### src/rtl/decoder_pkg.sv
`default_nettype none
// ============================================================================
//  Module   : decoder_pkg
//  Purpose  : Decode modes and the code-to-pattern decode function.
//  Revision : 1.0  initial release
// ============================================================================
package decoder_pkg;

    localparam logic [1:0] MODE_ONEHOT   = 2'd0;
    localparam logic [1:0] MODE_THERM    = 2'd1;
    localparam logic [1:0] MODE_ONEHOT_N = 2'd2;
    localparam logic [1:0] MODE_RSVD     = 2'd3;

    localparam int c_MAX_IN_W  = 6;
    localparam int c_MAX_OUT_W = 2 ** c_MAX_IN_W;

    // Returns {err, data}; callers keep only the low 2**IN_W data bits.
    function automatic logic [c_MAX_OUT_W:0] decode_f(
        input logic [c_MAX_IN_W-1:0] code,
        input logic [1:0]            mode
    );
        logic [c_MAX_OUT_W-1:0] w_data;
        logic                   w_err;
        w_data = '0;
        w_err  = 1'b0;
        case (mode)
            MODE_ONEHOT:   w_data[code] = 1'b1;
            MODE_THERM: begin
                for (int i = 0; i < c_MAX_OUT_W; i++) begin
                    w_data[i] = (i <= int'(code));
                end
            end
            MODE_ONEHOT_N: begin
                w_data       = '1;
                w_data[code] = 1'b0;
            end
            default:       w_err = 1'b1;
        endcase
        return {w_err, w_data};
    endfunction

endpackage
`default_nettype wire

### src/rtl/decoder_slice.sv
`default_nettype none
// ============================================================================
//  Module   : decoder_slice
//  Purpose  : One elastic valid/ready register slice with a W-bit payload.
//  Revision : 1.0  initial release
// ============================================================================
module decoder_slice
    import decoder_pkg::*;
#(
    parameter int W = 17
) (
    input  logic         clk,
    input  logic         reset,
    input  logic         in_valid,
    output logic         in_ready,
    input  logic [W-1:0] in_data,
    output logic         out_valid,
    input  logic         out_ready,
    output logic [W-1:0] out_data
);

    logic         r_valid;
    logic [W-1:0] r_data;

    // Loads when empty or when the downstream side takes the held beat.
    assign in_ready  = ~r_valid | out_ready;
    assign out_valid = r_valid;
    assign out_data  = r_data;

    always_ff @(posedge clk or negedge reset) begin
        if (!reset) begin
            r_valid <= 1'b0;
            r_data  <= '0;
        end else if (in_ready) begin
            r_valid <= in_valid;
            if (in_valid) begin
                r_data <= in_data;
            end
        end
    end

endmodule
`default_nettype wire

### src/rtl/decoder_pipe.sv
`default_nettype none
// ============================================================================
//  Module   : decoder_pipe
//  Purpose  : Pipelined code-to-pattern decoder with valid/ready on both sides.
//             Optional DECODER_PARITY_EN adds out_par (XOR of out_data).
//  Revision : 1.0  initial release
// ============================================================================
module decoder_pipe
    import decoder_pkg::*;
#(
    parameter int IN_W   = 4,
    parameter int STAGES = 2,
    parameter int CNT_W  = 16
) (
    input  logic                 clk,
    input  logic                 reset,
    input  logic [IN_W-1:0]      in_code,
    input  logic [1:0]           in_mode,
    input  logic                 in_valid,
    output logic                 in_ready,
    output logic [2**IN_W-1:0]   out_data,
    output logic                 out_err,
`ifdef DECODER_PARITY_EN
    output logic                 out_par,
`endif
    output logic                 out_valid,
    input  logic                 out_ready,
    output logic [CNT_W-1:0]     xfer_cnt
);

    localparam int OUT_W = 2 ** IN_W;
`ifdef DECODER_PARITY_EN
    localparam int PAR_W = 1;
`else
    localparam int PAR_W = 0;
`endif
    localparam int PW = OUT_W + 1 + PAR_W;

    logic [c_MAX_IN_W-1:0]   w_code;
    logic [c_MAX_OUT_W:0]    w_dec;
    logic [PW-1:0]           w_payload;
    logic [STAGES:0]         w_valid;
    logic [STAGES:0]         w_ready;
    logic [STAGES:0][PW-1:0] w_data;
    logic [CNT_W-1:0]        r_xfer_cnt;

    always_comb begin
        w_code             = '0;
        w_code[IN_W-1:0]   = in_code;
    end

    assign w_dec = decode_f(w_code, in_mode);

    generate
        if (OUT_W < c_MAX_OUT_W) begin : g_unused_hi
            logic w_unused_hi;
            assign w_unused_hi = ^w_dec[c_MAX_OUT_W-1:OUT_W];
        end
    endgenerate

`ifdef DECODER_PARITY_EN
    assign w_payload = {^w_dec[OUT_W-1:0], w_dec[c_MAX_OUT_W], w_dec[OUT_W-1:0]};
`else
    assign w_payload = {w_dec[c_MAX_OUT_W], w_dec[OUT_W-1:0]};
`endif

    assign w_valid[0]      = in_valid;
    assign w_data[0]       = w_payload;
    assign in_ready        = w_ready[0];
    assign w_ready[STAGES] = out_ready;

    generate
        for (genvar k = 0; k < STAGES; k++) begin : g_slice
            decoder_slice #(.W(PW)) u_slice (
                .clk       (clk),
                .reset     (reset),
                .in_valid  (w_valid[k]),
                .in_ready  (w_ready[k]),
                .in_data   (w_data[k]),
                .out_valid (w_valid[k+1]),
                .out_ready (w_ready[k+1]),
                .out_data  (w_data[k+1])
            );
        end
    endgenerate

    assign out_valid = w_valid[STAGES];
    assign out_data  = w_data[STAGES][OUT_W-1:0];
    assign out_err   = w_data[STAGES][OUT_W];
`ifdef DECODER_PARITY_EN
    assign out_par   = w_data[STAGES][OUT_W+1];
`endif

    always_ff @(posedge clk or negedge reset) begin
        if (!reset) begin
            r_xfer_cnt <= '0;
        end else if (out_valid && out_ready) begin
            r_xfer_cnt <= r_xfer_cnt + 1'b1;
        end
    end

    assign xfer_cnt = r_xfer_cnt;

endmodule
`default_nettype wire

### config.mk
export PLATFORM = sky130hd
export DESIGN_NAME = decoder_pipe
export DESIGN_NICKNAME = d
export VERILOG_FILES = /design/src/rtl/decoder_pkg.sv /design/src/rtl/decoder_slice.sv /design/src/rtl/decoder_pipe.sv
export SDC_FILE = /design/constraint.sdc
export NUM_CORES = 1
export LEC_CHECK = 0
export CORE_ASPECT_RATIO = 1.1
export CORE_MARGIN = 4
export CORE_UTILIZATION = 45
export DETAILED_ROUTE_END_ITERATION = 12
export GPL_ROUTABILITY_DRIVEN = 0
export GPL_TIMING_DRIVEN = 0
export HOLD_SLACK_MARGIN = 0.03
export PLACE_DENSITY = 0.73
export SYNTH_ARGS = -nofsm -noshare
export SYNTH_HDL_FRONTEND = slang
export SYNTH_SLANG_ARGS = --single-unit
### constraint.sdc
create_clock -name clk -period 1.17 [get_ports clk]
set_input_delay 0.234 -clock clk [delete_from_list [all_inputs] [get_ports clk]]
set_output_delay 0.234 -clock clk [all_outputs]
set_load 0.005 [all_outputs]
; ---- Word-level counts from Yosys, hierarchy flattened
; Index checks and enable logic that the tools add are counted.
[totals]
reg_bits = 52
in_bits = 10
out_inout_bits = 35
word_cells = 40
[classes]
add_sub_neg = 1
magnitude_cmp = 17
eq_ne = 2
n_mux = 4
bitwise_logic = 5
n_reduce_logical = 6
[op_table]
columns = operator, n
row1 = case mux 16 bit (3 select lines), 1
row2 = <= comparator 4 bit (first input constant), 8
row3 = adder 16 x 1 -> 16 bit (second input constant), 1
row4 = <= comparator 3 x 4 -> 1 bit (first input constant), 4
row5 = NOT 16 bit, 1
row6 = <= comparator 2 x 4 -> 1 bit (first input constant), 2
row7 = less-than comparator 4 x 7 -> 1 bit (second input constant), 1
row8 = demux 1 bit (select 4 bit), 1
row9 = >= comparator 4 x 1 -> 1 bit (second input constant), 1
row10 = <= comparator 1 x 4 -> 1 bit (first input constant), 1
row11 = AND reduction 2 bit, 2
row12 = OR reduction 3 bit, 1
row13 = equality test 2 x 1 -> 1 bit (second input constant), 1
row14 = equality test 2 bit (second input constant), 1
row15 = logical AND 1 bit, 2
row16 = zero test 2 bit, 1
row17 = 2-to-1 mux 1 bit, 2
row18 = NOT 1 bit, 2
row19 = OR 1 bit, 2

; ---- Longest topological paths before layout
[logic_depth]
word_depth = 6
mapped_depth = 6
ltp_nobuf = 5

; ---- Modules after synthesis
; Synthesis repeated with hierarchy kept, for this count alone.
[unflattened]
hier_cells = 220
hier_area_um2 = 2622.5
[by_module_without_submodules]
columns = mod, instances, cells_each, area_per_inst_um2, seq_area_each_um2
row1 = decoder_slice, 2, 39, 732.0, 450.4
row2 = decoder_pipe, 1, 142, 1158.6, 400.4

; ---- Worst setup path after synthesis
; No wires, ideal clock.
[synth_path]
path_type = register -> register
start = reg r_xfer_cnt[0], in the netlist xfer_cnt[0]
end = reg r_xfer_cnt[10], in the netlist xfer_cnt[10]
setup_time_ps = 124
arrival_time_ps = 1189
slack_ps = -143
path_stages_with_launch = 6
path_buffers = 0
period_less_slack_ps = 1313
path_cell_list = dfrtp_1 > ha_1 > and4_1 > and4_1 > nand2_1 > xnor2_1
[synth_between]
elab_chain_cells = 1
[synth_lines]
columns = element, line
row1 = start: declaration, decoder_pipe.sv:45  ; logic [CNT_W-1:0] r_xfer_cnt;
row2 = start signal: assignment, decoder_pipe.sv:98  ; r_xfer_cnt <= r_xfer_cnt + 1'b1;
row3 = adder 16 x 1 -> 16 bit, decoder_pipe.sv:98
; Every way passes these cells.
; A chain may end at the register's enable or synchronous reset.

; ---- Worst setup path in the final report
[layout_path]
start = reg r_xfer_cnt[3], in the netlist xfer_cnt[3]
end = reg r_xfer_cnt[11], in the netlist xfer_cnt[11]
; Same word-level chain as after synthesis.

==> impl_metrics.py <==
metrics = {
    "run_status": {
        "status": "finished, violations left",
        "violations": "setup timing",
    },
    "detailed_routing": {
        "dr.pass1.iters": 4,
        "totalWireLength_mm": 6.98,
        "routedWlPerCell_um": 16.9,
        "vias": 2215,
        "initialDrtViolationCount": 138,
        "routed_via_density": 5.36,
        "ant_nets": 0,
        "drc": 0,
    },
    "cts": {
        "clk_path_buf_depth": 2,
        "numCtsBuffers": 5,
        "ctsRootBufferMaster": "clkbuf_8",
        "cts.sinks": 52,
        "clk_latency_ps": 310,
        "cts_tree": "done",
        "h-tree-depth": 2,
        "clk_pin_slew_ps": 100,
    },
    "finish": {
        "layout_commonest_cell": "dfrtp_1",
        "antennaDiodeCount": 0,
        "drive_gt1_share_pct": 51.8,
        "mostFrequentLayoutCells": "dfrtp_1 (52), buf_4 (44), nand2_2 (20)",
        "fin_cells": 413,
        "fin_nets": 348,
        "nFillCells": 390,
        "area_delta_synth_final_pct": 60.8,
    },
    "pwr": {
        "p_leak_nw": 1.88,
        "power_mw": 6.16,
        "vdd_drop_max_mv": 0.927,
        "p_per_area_mw_per_mm2": 1550,
    },
    "run": {
        "drv_cap": 0,
    },
    "timing": {
        "period_minus_slack_ps": 1380,
        "hold_viol": 0,
        "layout_setup_ws_ps": -213,
        "setup_violations": 52,
        "rsz0062_at_grt": "yes",
        "drv_slew": 0,
        "fin_setup_tns_ps": -4750,
        "worst_pin_slew_ps": 512,
        "max_slew_margin_pct": 65.9,
        "fin_worst_skew_ps": 12.3,
        "post-route-period-util_pct": 118,
        "clock.fmax_mhz": 723,
        "whs_ps": 389,
    },
    "logic_synthesis": {
        "synth-edff-count": 0,
        "avgSynthCellArea_um2": 10.7,
        "ys_types": 43,
        "ys.warnings.count": 0,
        "ys.flop_type": "dfrtp_1",
        "synthArstFlopShare_pct": 100,
        "ys_ff_latch": 52,
        "ys_seq_area_share_pct": 52.8,
        "synth_nets": 241,
        "syn_area_mm2": 0.00247,
        "netlist_instances": 230,
    },
    "min_path": {
        "hold_class": "in2reg",
    },
    "die": {
        "boundaryPins": 45,
        "fp.dieH_um": 85.6,
        "num_rows": 28,
        "die_w_um": 78.6,
        "die-area_mm2": 0.00673,
        "initial_utilization_pct": 46.0,
        "core-area_mm2": 0.00536,
    },
    "placed_design": {
        "io_buffer_count": 41,
        "dpl.hpwl_mm": 3.61,
        "dp_cells": 347,
        "post-place-ws_ps": -617,
    },
    "setup_path": {
        "cp_max_fo": 4,
        "start_kind": "flip-flop",
        "required_ps": 1380,
        "worst-setup-path-type": "reg2reg",
        "worstSetupEndpointType": "flip-flop",
        "arrival_ps": 1600,
    },
    "grt": {
        "antenna_found_initial": 0,
        "grt.overflow.total": 0,
        "grt_first_pass_wirelength_mm": 10.8,
        "grt.total_usage_pct": 20.2,
        "grt_pass1_vias": 2177,
        "grt_max_degree": 34,
    },
}
[worst max-delay path, cell delays in order (launching register included)]
cell     delay [ps]
dfrtp_1         400
buf_6           120
and4_4          240
and3_4          210
nand4_1         120
xnor2_1         200
[registers in the layout, summed over array words and instances (netlist names)]
name / cells
g_slice.u_slice.out_data: 34
xfer_cnt: 16
g_slice.u_slice.out_valid: 2
[Yosys cell counts, types with 2 or more instances]
cell type	number	area, um^2
and4_1	3	26.3
mux2i_1	3	30.0
nand3_1	4	20.0
nor2_1	9	33.8
buf_2	8	40.0
inv_1	3	11.3
mux2_2	19	214
a21oi_1	11	55.1
o21a_1	2	15.0
a31oi_1	6	37.5
nand2_1	28	105
a211oi_1	2	15.0
and3_1	4	25.0
o21ai_0	9	45.0
nand2_2	2	12.5
xor2_1	2	17.5
o21ai_1	12	60.1
buf_6	2	22.5
o32a_1	4	40.0
nor2_2	2	12.5
xnor2_1	14	123
dfrtp_1	52	1300
nand4_1	4	25.0
nor3_1	2	10.0
nand2b_1	5	31.3
[final timing paths]
check                                               start                               to  slack (ps)  depth (start not counted)
min                                            in_code[1]  g_slice[0].u_slice.out_data[13]         390                          4
max reg2reg                                   xfer_cnt[3]                     xfer_cnt[11]        -210                          5
min reg2reg                g_slice[0].u_slice.out_data[2]   g_slice[0].u_slice.out_data[2]         500                          2
max                                           xfer_cnt[3]                     xfer_cnt[11]        -210                          5
min in group asynchronous                           reset                      xfer_cnt[2]         410                          2
max in group asynchronous                           reset  g_slice[0].u_slice.out_data[13]         210                          3
[metal layers]
layer | part of all wire (%) | up-vias | track usage [%]
li1 | - | 1023 | -
met1 | 39 | 1107 | 25.0
met2 | 54 | 75 | 36.1
met3 | 4.7 | 10 | 3.47
met4 | 1.6 | 0 | 5.88
met5 | 0 | - | 0
[where the power goes]
part	switching (mW)	internal, mW	leakage [nW]
sequential	0.240	2.13	0.665
clock	0.582	1.07	0.0784
combinational	0.863	1.28	1.13
[kinds of logic after synthesis]
| kind of cell | share of synthesized area [%] |
|---|---|
| and+or+nand+nor | 14.7 |
| DFF | 52.8 |
| AOI/OAI and AO/OA | 12.2 |
| muxes | 10.4 |
| buffers and inverters | 3.80 |
| xor gates and xnor gates | 5.68 |
| adders and majority gates | 0.507 |
[layout make-up]
class	instances	area (um^2)	area share, %
timing repair buffer	99	866	21.8
inverter	3	11.3	0.284
multi-input combinational	162	1400	35.3
clock buffer	5	68.8	1.74
clock inverter	3	90.1	2.27
buffer	14	133	3.34
sequential	52	1300	32.8
tap	75	93.8	2.37
[per-stage QoR]
stage          cell area [um^2]  util, %
2_1_floorplan              2520        -
3_3_place_gp               3020     56.3
3_5_place_dp               3040     56.6
4_1_cts                    3740     69.7
5_1_grt                    3970     74.0
6_report                   3970     74.0
[timing repair]
item / CTS / global route
hold buffers: 1 / 0
setup buffers: 41 / 13
setup endpoints to repair: 81 / 65
cloned: 3 / 2
pin swaps: 14 / 32
endpoints found under the hold margin: 19 / 0
resized for setup: 135 / 64
Note: power is estimated with default switching activity, not from simulation.
